==> src/rtl/huff_bitpack_enc_pkg.sv <==
`default_nettype none
// ============================================================================
// Module   : huff_pkg
// Brief    : Shared types, constants and token helpers for the Huffman packer.
// Revision : 1.0
// ============================================================================
package huff_pkg;

    localparam int TOKEN_W = 21;
    localparam int LEN_W   = 5;
    localparam int ACC_W   = 32;
    localparam int MAX_LEN = 16;

    localparam logic [7:0] BYTE_FF    = 8'hFF;
    localparam logic [7:0] STUFF_BYTE = 8'h00;

    typedef enum logic [1:0] {
        RUN     = 2'd0,
        STUFF   = 2'd1,
        PAD     = 2'd2,
        EOS_OUT = 2'd3
    } enc_state_t;

    function automatic logic [LEN_W-1:0] clamp_len(input logic [LEN_W-1:0] len);
        return (len > LEN_W'(MAX_LEN)) ? LEN_W'(MAX_LEN) : len;
    endfunction

    // len is expected to be clamped already, so the mask never exceeds 16 bits
    function automatic logic [MAX_LEN-1:0] mask_code(input logic [LEN_W-1:0] len,
                                                     input logic [MAX_LEN-1:0] code);
        logic [MAX_LEN:0] m;
        m = ((MAX_LEN+1)'(1) << len) - (MAX_LEN+1)'(1);
        return code & m[MAX_LEN-1:0];
    endfunction

endpackage
`default_nettype wire

==> src/rtl/huff_bitpack_enc_if.sv <==
`default_nettype none
// ============================================================================
// Module   : huff_bitpack_enc_if
// Brief    : Page stream bundle: data, end-of-stream, valid, back-pressure.
// Revision : 1.0
// ============================================================================
interface huff_bitpack_enc_if #(
    parameter int DATA_W = 8
);
    logic [DATA_W-1:0] d;
    logic              e;
    logic              v;
    logic              b;

    modport master (output d, output e, output v, input  b);
    modport slave  (input  d, input  e, input  v, output b);
endinterface
`default_nettype wire

==> src/rtl/huff_bitpack_enc_outreg.sv <==
`default_nettype none
// ============================================================================
// Module   : stream_outreg
// Brief    : One-entry registered page-stream output stage (d/e/v/b).
// Revision : 1.0
// ============================================================================
module stream_outreg #(
    parameter int DATA_W = 8
) (
    input  wire logic              clock,
    input  wire logic              reset,
    input  wire logic              i_load_v,
    input  wire logic [DATA_W-1:0] i_load_d,
    input  wire logic              i_load_e,
    output      logic              o_free,
    huff_bitpack_enc_if.master     o_dst
);

    logic [DATA_W-1:0] r_d;
    logic              r_e;
    logic              r_v;

    // Free when empty or when the held entry leaves on this edge
    assign o_free = !r_v || !o_dst.b;

    always_ff @(posedge clock or negedge reset) begin
        if (!reset) begin
            r_d <= '0;
            r_e <= 1'b0;
            r_v <= 1'b0;
        end else if (o_free) begin
            r_v <= i_load_v;
            if (i_load_v) begin
                r_d <= i_load_d;
                r_e <= i_load_e;
            end
        end
    end

    assign o_dst.d = r_d;
    assign o_dst.e = r_e;
    assign o_dst.v = r_v;

endmodule
`default_nettype wire

==> src/rtl/huff_bitpack_enc.sv <==
`default_nettype none
// ============================================================================
// Module   : huff_bitpack_enc
// Brief    : Packs Huffman code tokens MSB-first into bytes with 0xFF stuffing.
// Revision : 1.0
// ============================================================================
module huff_bitpack_enc #(
    parameter int TOKEN_W = 21,
    parameter int ACC_W   = 32
) (
    input  wire logic          clock,
    input  wire logic          reset,
    huff_bitpack_enc_if.slave  token,
    huff_bitpack_enc_if.master filebyte
);
    import huff_pkg::*;

    localparam int CNT_W = $clog2(ACC_W + 1);

    enc_state_t         r_state, w_state_nxt;
    logic               r_ret_pad, w_ret_pad_nxt;
    logic [ACC_W-1:0]   r_acc, w_acc_nxt, w_acc_sh;
    logic [CNT_W-1:0]   r_cnt, w_cnt_nxt, w_cnt_sh;
    logic               w_free, w_load_v, w_load_e, w_token_b, w_accept;
    logic [7:0]         w_load_d, w_top, w_pad_byte;
    logic [LEN_W-1:0]   w_len;
    logic [MAX_LEN-1:0] w_code;
    logic [CNT_W:0]     w_shamt;

    assign w_token_b = !reset || (r_state != RUN) || (r_cnt > CNT_W'(MAX_LEN));
    assign token.b   = w_token_b;
    assign w_accept  = token.v && !w_token_b;

    assign w_len      = clamp_len(token.d[TOKEN_W-1 -: LEN_W]);
    assign w_code     = mask_code(w_len, token.d[MAX_LEN-1:0]);
    assign w_top      = r_acc[ACC_W-1 -: 8];
    assign w_pad_byte = w_top | (8'hFF >> r_cnt);

    always_comb begin
        w_state_nxt   = r_state;
        w_ret_pad_nxt = r_ret_pad;
        w_acc_nxt     = r_acc;
        w_cnt_nxt     = r_cnt;
        w_acc_sh      = r_acc;
        w_cnt_sh      = r_cnt;
        w_load_v      = 1'b0;
        w_load_d      = STUFF_BYTE;
        w_load_e      = 1'b0;
        w_shamt       = '0;

        case (r_state)
            RUN: begin
                if (r_cnt >= CNT_W'(8) && w_free) begin
                    w_load_v = 1'b1;
                    w_load_d = w_top;
                    w_acc_sh = r_acc << 8;
                    w_cnt_sh = r_cnt - CNT_W'(8);
                    if (w_top == BYTE_FF) begin
                        w_state_nxt   = STUFF;
                        w_ret_pad_nxt = 1'b0;
                    end
                end
                w_acc_nxt = w_acc_sh;
                w_cnt_nxt = w_cnt_sh;
                if (w_accept) begin
                    if (token.e) begin
                        // A stuff byte owed this cycle is sent before padding starts
                        if (w_state_nxt == STUFF) w_ret_pad_nxt = 1'b1;
                        else                      w_state_nxt   = PAD;
                    end else begin
                        w_shamt   = (CNT_W+1)'(ACC_W) - {1'b0, w_cnt_sh}
                                  - (CNT_W+1)'(w_len);
                        w_acc_nxt = w_acc_sh | (ACC_W'(w_code) << w_shamt);
                        w_cnt_nxt = w_cnt_sh + CNT_W'(w_len);
                    end
                end
            end
            STUFF: begin
                if (w_free) begin
                    w_load_v    = 1'b1;
                    w_load_d    = STUFF_BYTE;
                    w_state_nxt = r_ret_pad ? PAD : RUN;
                end
            end
            PAD: begin
                if (r_cnt >= CNT_W'(8)) begin
                    if (w_free) begin
                        w_load_v  = 1'b1;
                        w_load_d  = w_top;
                        w_acc_nxt = r_acc << 8;
                        w_cnt_nxt = r_cnt - CNT_W'(8);
                    end
                end else if (r_cnt != '0) begin
                    if (w_free) begin
                        w_load_v  = 1'b1;
                        w_load_d  = w_pad_byte;
                        w_acc_nxt = '0;
                        w_cnt_nxt = '0;
                    end
                end else begin
                    w_state_nxt = EOS_OUT;
                end
                if (w_load_v && w_load_d == BYTE_FF) begin
                    w_state_nxt   = STUFF;
                    w_ret_pad_nxt = 1'b1;
                end
            end
            EOS_OUT: begin
                if (w_free) begin
                    w_load_v      = 1'b1;
                    w_load_d      = STUFF_BYTE;
                    w_load_e      = 1'b1;
                    w_acc_nxt     = '0;
                    w_cnt_nxt     = '0;
                    w_ret_pad_nxt = 1'b0;
                    w_state_nxt   = RUN;
                end
            end
            default: w_state_nxt = RUN;
        endcase
    end

    always_ff @(posedge clock or negedge reset) begin
        if (!reset) begin
            r_state   <= RUN;
            r_ret_pad <= 1'b0;
            r_acc     <= '0;
            r_cnt     <= '0;
        end else begin
            r_state   <= w_state_nxt;
            r_ret_pad <= w_ret_pad_nxt;
            r_acc     <= w_acc_nxt;
            r_cnt     <= w_cnt_nxt;
        end
    end

    stream_outreg #(
        .DATA_W (8)
    ) u_outreg (
        .clock    (clock),
        .reset    (reset),
        .i_load_v (w_load_v),
        .i_load_d (w_load_d),
        .i_load_e (w_load_e),
        .o_free   (w_free),
        .o_dst    (filebyte)
    );

endmodule
`default_nettype wire

==> src/flat_wrapper.sv <==
// flat-port wrapper written by rule: the top's interface ports become plain ports
module huff_bitpack_enc_flat import huff_pkg::*;
#(
    parameter int TOKEN_W = 21,
    parameter int ACC_W   = 32
)
  (clock, reset, token_d, token_e, token_v, token_b, filebyte_d, filebyte_e, filebyte_v, filebyte_b);
  huff_bitpack_enc_if #(.DATA_W(21)) token_i ();
  huff_bitpack_enc_if #(.DATA_W(8)) filebyte_i ();
  input  wire logic clock;
  input  wire logic reset;
  input wire logic [$bits(token_i.d)-1:0] token_d;
  input wire logic [$bits(token_i.e)-1:0] token_e;
  input wire logic [$bits(token_i.v)-1:0] token_v;
  output wire logic [$bits(token_i.b)-1:0] token_b;
  output wire logic [$bits(filebyte_i.d)-1:0] filebyte_d;
  output wire logic [$bits(filebyte_i.e)-1:0] filebyte_e;
  output wire logic [$bits(filebyte_i.v)-1:0] filebyte_v;
  input wire logic [$bits(filebyte_i.b)-1:0] filebyte_b;
  assign token_i.d = token_d;
  assign token_i.e = token_e;
  assign token_i.v = token_v;
  assign token_b = token_i.b;
  assign filebyte_d = filebyte_i.d;
  assign filebyte_e = filebyte_i.e;
  assign filebyte_v = filebyte_i.v;
  assign filebyte_i.b = filebyte_b;
  huff_bitpack_enc #(.TOKEN_W(TOKEN_W), .ACC_W(ACC_W)) u_core (.clock(clock), .reset(reset), .token(token_i), .filebyte(filebyte_i));
endmodule
==> config.mk <==
export PLATFORM = sky130hd
export DESIGN_NAME = huff_bitpack_enc_flat
export DESIGN_NICKNAME = d
export VERILOG_FILES = /design/src/rtl/huff_bitpack_enc_pkg.sv /design/src/rtl/huff_bitpack_enc_if.sv /design/src/rtl/huff_bitpack_enc_outreg.sv /design/src/rtl/huff_bitpack_enc.sv /design/src/flat_wrapper.sv
export SDC_FILE = /design/constraint.sdc
export NUM_CORES = 1
export LEC_CHECK = 0
export CORE_MARGIN = 1.5
export CORE_UTILIZATION = 29
export DETAILED_ROUTE_END_ITERATION = 8
export GPL_TIMING_DRIVEN = 1
export PLACE_DENSITY_LB_ADDON = 0.25
export SLEW_MARGIN = 20
export SYNTH_ARGS = -nofsm -noshare
export SYNTH_HDL_FRONTEND = slang
export SYNTH_SLANG_ARGS = --single-unit
==> constraint.sdc <==
create_clock -name clock -period 9.9 [get_ports clock]
set_input_delay 1.98 -clock clock [delete_from_list [all_inputs] [get_ports clock]]
set_output_delay 1.98 -clock clock [all_outputs]
set_load 0.005 [all_outputs]
* Word-level counts from Yosys, hierarchy flattened
Index checks and enable logic that the tools add are counted.
** Operators by class
- Equality and inequality tests :: 13
- Reduce and logical (&&, ||, !) cells :: 19
- Order comparisons :: 3
- Bitwise gates (word level) :: 3
- Shift-type cells :: 3
- Add/subtract/negate cells :: 5
- Mux-type cells :: 54
** Operator list (count)
- two-way mux 32 bit :: 8
- one-hot mux 32 bit (3 select lines) :: 1
- two-way mux 6 bit :: 8
- two-way mux 8 bit :: 6
- OR 32 bit :: 1
- << shifter 16 x 7 -> 32 bit :: 1
- two-way mux 2 bit :: 12
- one-hot mux 8 bit (3 select lines) :: 1
- one-hot mux 6 bit (3 select lines) :: 1
- AND 16 bit :: 1
- equality test 8 bit (second input constant) :: 2
- << shifter 1 x 5 -> 16 bit (first input constant) :: 1
- subtractor 16 x 2 -> 16 bit (second input constant) :: 1
- two-way mux 1 bit :: 13
- OR 8 bit :: 1
- one-hot mux 2 bit (4 select lines) :: 1
- >> shifter 8 x 6 -> 8 bit (first input constant) :: 1
- subtractor 6 x 6 -> 7 bit (first input constant) :: 1
- subtractor 7 x 5 -> 7 bit :: 1
- adder 6 x 5 -> 6 bit :: 1
- >= comparator 6 x 4 -> 1 bit (second input constant) :: 1
- > comparator 6 x 5 -> 1 bit (second input constant) :: 1
- != test 2 x 1 -> 1 bit (second input constant) :: 3
- != test 3 bit (second input constant) :: 2
- other kinds (19) :: 30
** Storage, ports and cells
- Bits of input ports :: 26
- Bits in registers :: 51
- Word-level logic and storage cells :: 107

* Depth between registers and ports, before layout
- Word-level depth :: 12
- Gate-level depth with buffers :: 18

* Hierarchy
From an unflattened synthesis, not the netlist that was laid out.
** Second synthesis, totals
- Cells, all modules :: 735
- Area, all modules :: 5499.0 um2
** By module, submodules not included
- huff_bitpack_enc :: instances 1, cells each 713, area an instance 5118.7 um2
- stream_outreg :: instances 1, cells each 22, area an instance 380.4 um2

* Worst setup path after synthesis
OpenSTA, ideal clock, no wires.
- Path type :: input -> register
- Start point :: input port filebyte_b
- End point :: register u_core.r_acc[17]
- Stages on the path :: 16
- Data required time :: 9762 ps
- Arrival :: 5128 ps
- Setup time :: 138 ps
- Slack :: 4634 ps
- Buffers on the path :: 3
- Cell sequence :: nand2_1 -> clkbuf_1 -> nand2_1 -> o21ai_0 -> inv_1 -> ha_1 -> ha_1 -> a211oi_1 -> o21a_1 -> or2_0 -> clkbuf_1 -> clkbuf_1 -> nor3_1 -> a32o_1 -> a21oi_1 -> o221ai_1
** On the way
- Longest elaborated chain between the ends :: 12
** Ends and longest elaborated chain
- start: declaration :: line flat_wrapper.sv:19 : input wire logic [$bits(filebyte_i.b)-1:0] filebyte_b;
- zero test 1 bit * :: line huff_bitpack_enc_outreg.sv:24 : assign o_free = !r_v || !o_dst.b;
- logical OR 1 bit * :: line huff_bitpack_enc_outreg.sv:24
- logical AND 1 bit :: line huff_bitpack_enc.sv:53 : if (r_cnt >= CNT_W'(8) && w_free) begin
- two-way mux 6 bit :: line huff_bitpack_enc.sv:53
- two-way mux 6 bit :: line huff_bitpack_enc.sv:51 : case (r_state)
- subtractor 6 x 6 -> 7 bit :: line huff_bitpack_enc.sv:71 : w_shamt = (CNT_W+1)'(ACC_W) - {1'b0, w_cnt_sh}
- subtractor 7 x 5 -> 7 bit :: line huff_bitpack_enc.sv:72 : - (CNT_W+1)'(w_len);
- << shifter 16 x 7 -> 32 bit :: line huff_bitpack_enc.sv:73 : w_acc_nxt = w_acc_sh | (ACC_W'(w_code) << w_shamt);
- OR 32 bit :: line huff_bitpack_enc.sv:73
- two-way mux 32 bit :: line huff_bitpack_enc.sv:66 : if (token.e) begin
- two-way mux 32 bit :: line huff_bitpack_enc.sv:65 : if (w_accept) begin
- one-hot mux 32 bit (3 select lines) :: line huff_bitpack_enc.sv:51
- end signal: assignment :: line huff_bitpack_enc.sv:132 : r_acc <= w_acc_nxt;
- end: declaration :: line huff_bitpack_enc.sv:22 : logic [ACC_W-1:0] r_acc, w_acc_nxt, w_acc_sh;
Every way passes the cells marked *; elsewhere a longest branch is shown, timed or not. The select of a mux whose other input is x is not followed.
A chain may end at the register's enable or synchronous reset.

* Worst setup path in the final report
- Start point :: input port token_d[20]
- End point :: register u_core.r_acc[29]
** On the way
- Longest elaborated chain between the ends :: 10
** Ends and longest elaborated chain
- start: declaration :: line flat_wrapper.sv:12 : input wire logic [$bits(token_i.d)-1:0] token_d;
- > comparator 5 bit :: line huff_bitpack_enc_pkg.sv:25 : return (len > LEN_W'(MAX_LEN)) ? LEN_W'(MAX_LEN) : len;
- two-way mux 5 bit * :: line huff_bitpack_enc_pkg.sv:25
- << shifter 1 x 5 -> 16 bit :: line huff_bitpack_enc_pkg.sv:32 : m = ((MAX_LEN+1)'(1) << len) - (MAX_LEN+1)'(1);
- subtractor 16 x 2 -> 16 bit :: line huff_bitpack_enc_pkg.sv:32
- AND 16 bit :: line huff_bitpack_enc_pkg.sv:33 : return code & m[MAX_LEN-1:0];
- << shifter 16 x 7 -> 32 bit * :: line huff_bitpack_enc.sv:73
- OR 32 bit * :: line huff_bitpack_enc.sv:73
- two-way mux 32 bit * :: line huff_bitpack_enc.sv:66
- two-way mux 32 bit * :: line huff_bitpack_enc.sv:65
- one-hot mux 32 bit (3 select lines) * :: line huff_bitpack_enc.sv:51
Every way passes the cells marked *; elsewhere a longest branch is shown, timed or not.

==> results by group <==
Clocking
  – Cts bufs inserted: 5
  – Clock sink count: between 50 and 60
  – Skew-Pair Late Insertion Delay: approximately 310 ps
  – H-tree levels: 2
  – # Post-CTS Setup Buffers: 0
  – Max clock buf depth: 2
  – Post-CTS Resized: 0
  – Cts hold-fix bufs: 0
  – Reg clk slew, reported paths: around 70 ps
  – Clk root buf: clkbuf_16
  – CTS tree: yes

Critical path
  – Worst setup path start: token_d[20]
  – Bufs and invs on worst path: 3
  – Critical Path Start Type: input port
  – CP top delay family: buffers and inverters
  – Critical Path End Type: flip-flop
  – RR Startpoint: u_core.r_cnt[3]$_DFFE_PN0P_
  – Crit Path Category: input port to flip-flop
  – Worst path cell trace: clkdlybuf4s50_1 > nor2b_1 > ha_1 > inv_1 > ha_1 > fa_1 > inv_1 > or4_1 > o211ai_1 > mux2i_1 > o21ai_0
  – Critical Path RT: 10110 ps
  – CP max stage delay: approximately 1000 ps
  – Crit path DAT: 6850 ps
  – CP max-delay cell: fa_1
  – CP max FO: 23

Timing
  – Slew headroom: 0.2417
  – Setup TNS: 0 ps
  – Final Skew: between 7 and 8 ps
  – Period utilization: 0.6712
  – Setup ws final: 3255 ps
  – RSZ-0062 raised after global routing: no
  – Final Max Tran Viols: 0
  – Pin slew with the least headroom to its limit: ~1100 ps
  – Hold Worst Slack: roughly 480 ps
  – Finish-stage setup viols: 0
  – Tmin final: between 6000 and 7000 ps
  – F_max: between 150 and 200 MHz
  – Final-report hold violation count: 0

Placement
  – Routability cong.: around 0.93
  – Cell area after placement: between 0.005 and 0.006 sq mm
  – Pre-CTS setup slack: 3063 ps
  – Port-buffer cells: 36
  – Inst Count DP: ~900
  – Detail Placement HPWL: between 10000 and 15000 microns

Power and ir drop
  – P_leak: roughly 2.2 nW
  – Peak supply drop: between 0.2 and 0.25 mV
  – Power Density: 380.4 mW/mm^2
  – Overall power: 2.217 mW

Floorplan
  – Ports: 37
  – Die ar.: around 0.019 sq mm
  – CORE AREA: 0.01742 sq mm
  – Site Rows: 48
  – Initial Util: 0.2986
  – DIE WIDTH: between 100 and 150 microns
  – Chip Height: ~140 microns

Cells and area
  – Final core occ: 0.3346
  – Commonest non-fill, non-tap cell in the layout: nand2_1
  – # fillers: ~1900
  – Share of layout cells above drive strength 1: 0.07324
  – Multi-input gate area: 0.003632 sq mm
  – Commonest cells after routing, fill and taps aside: 79 x nand2_1, 51 x dfrtp_1, 49 x nor2_1
  – FF+latch area: between 0.001 and 0.0015 sq mm
  – ANT cells: 0
  – Non-filler cells in the finished layout: slightly below 900
  – Final nets: 714
  – Finished Cell Area: 0.005828 sq mm
  – Synth-to-layout area growth: 12.05%

Logic synthesis
  – Synth Net Count: between 700 and 800
  – Post-synth EDFFs: 0
  – Seq/Total Area, Yosys: 0.2454
  – Yosys warning total: 0
  – Cell taking the most area after synthesis: dfrtp_1
  – Netlist Area Pre-Place: 0.005201 sq mm
  – Synth Register Bits: 51
  – Post-synthesis average cell area: slightly below 8 sq um
  – Yosys cell types: a little over 90
  – Ranking of synthesized cells by area: dfrtp_1 25%, nand2_1 5.7%, ha_1 4.3%
  – Primary FF master, synth: dfrtp_1
  – Syn Inst Count: approximately 670
  – Async SR Flop Fraction: 1.000
  – Proportion of netlist area held by the largest area contributor: 0.2454

GRT
  – Antenna violations before repair: 0
  – Vias in the first global route: roughly 5300
  – Gr ovfl total: 0
  – First-pass GRT wire length: slightly above 30000 microns
  – Largest net degree at the start of global routing: 53
  – Total Routing Usage GR: 0.2078

Route
  – WL per Instance: between 20 and 25 microns
  – Vias post-DR: approximately 5500
  – Routed Antenna Nets: 0
  – Number of iterations in the first detailed-routing pass: 5
  – Vias per cell: 6.096
  – Drt total wl: between 15000 and 20000 microns
  – Initial drt markers: slightly below 600
  – DRC Markers: 0

Hold path
  – Hold Crit Start: u_core.u_outreg.o_dst.d[2]$_DFFE_PN0P_
  – Hold Crit Class: flip-flop to flip-flop

Outcome
  – Status: finished clean

Flow run
  – Max cap viols: 0
-- cell families (layout without fill, tap and decap cells) --
kind of cell,count (synthesis),after routing,share of synthesized area
simple gates,246,246,0.2432
fa+ha+maj,20,20,0.05100
flops,51,51,0.2454
mux,11,11,0.02622
xor+xnor,9,9,0.01515
buf+inv,70,72,0.05629
compound gates,260,260,0.3628
-- synthesized netlist by cell type (all sizes together), types with 4 or more instances --
library cell / n
nand3: 21
nand2: 79
a211oi: 18
a32o: 7
mux2i: 9
a22o: 6
a21oi: 44
o211a: 4
xor2: 5
o221ai: 4
nor2b: 8
a21o: 10
nor4: 6
nand2b: 8
or3: 7
o21a: 4
a31oi: 12
dfrtp: 51
a311oi: 4
o21ai: 53
o31ai: 10
nand4: 6
nor3: 22
clkbuf: 30
ha: 18
o211ai: 11
o31a: 4
and2: 6
nor3b: 4
inv: 18
a22oi: 16
or2: 6
or4: 5
a221oi: 7
o22ai: 5
nor2: 50
xnor2: 4
buf: 21
-- tightest hold or removal path, delay by kind of cell, from the launching register on --
family | cells | cell delay [ps]
DFF | 1 | 350
and+or+nand+nor | 2 | 100
-- final timing paths --
check | to | slack (ps) | cells past startpoint
hold / removal | u_core.u_outreg.o_dst.d[2]$_DFFE_PN0P_ | 480 | 2
hold reg to reg | u_core.u_outreg.o_dst.d[2]$_DFFE_PN0P_ | 480 | 2
min in group asynchronous | u_core.u_outreg.o_dst.e$_DFFE_PN0P_ | 1800 | 2
max in group asynchronous | u_core.r_acc[15]$_DFFE_PN0P_ | 7630 | 2
setup reg to reg | u_core.r_acc[29]$_DFFE_PN0P_ | 4550 | 15
setup / recovery | u_core.r_acc[29]$_DFFE_PN0P_ | 3250 | 11
-- registers in the layout, summed over array words and instances, names as in the netlist --
name	count
u_core.r_acc	32
u_core.r_cnt	6
u_core.r_ret_pad	1
u_core.r_state	2
u_core.u_outreg.o_dst.d	8
u_core.u_outreg.o_dst.e	1
u_core.u_outreg.o_dst.v	1
-- routing by layer --
layer,GRT usage,wire length [microns]
met5,0,0
met4,0.06725,485
met3,0.02444,1046
met2,0.3453,8911
met1,0.2797,8725
-- area by class of cell --
cell class,count,share of cell area
clock buffer,5,0.02147
clock inverter,3,0.003220
inverter,19,0.01224
multi-input combinational,546,0.6232
sequential,51,0.2190
tap,225,0.04830
timing repair buffer,45,0.07256
-- power breakdown --
group | total (mW) | leakage [nW] | switching [mW] | internal [mW]
logic | 1.70 | 1.45 | 1.17 | 0.535
registers | 0.332 | 0.693 | 0.0818 | 0.250
clock network | 0.181 | 0.0740 | 0.0870 | 0.0941
total | 2.22 | 2.22 | 1.34 | 0.879
Note: power is estimated with default switching activity, not from simulation.
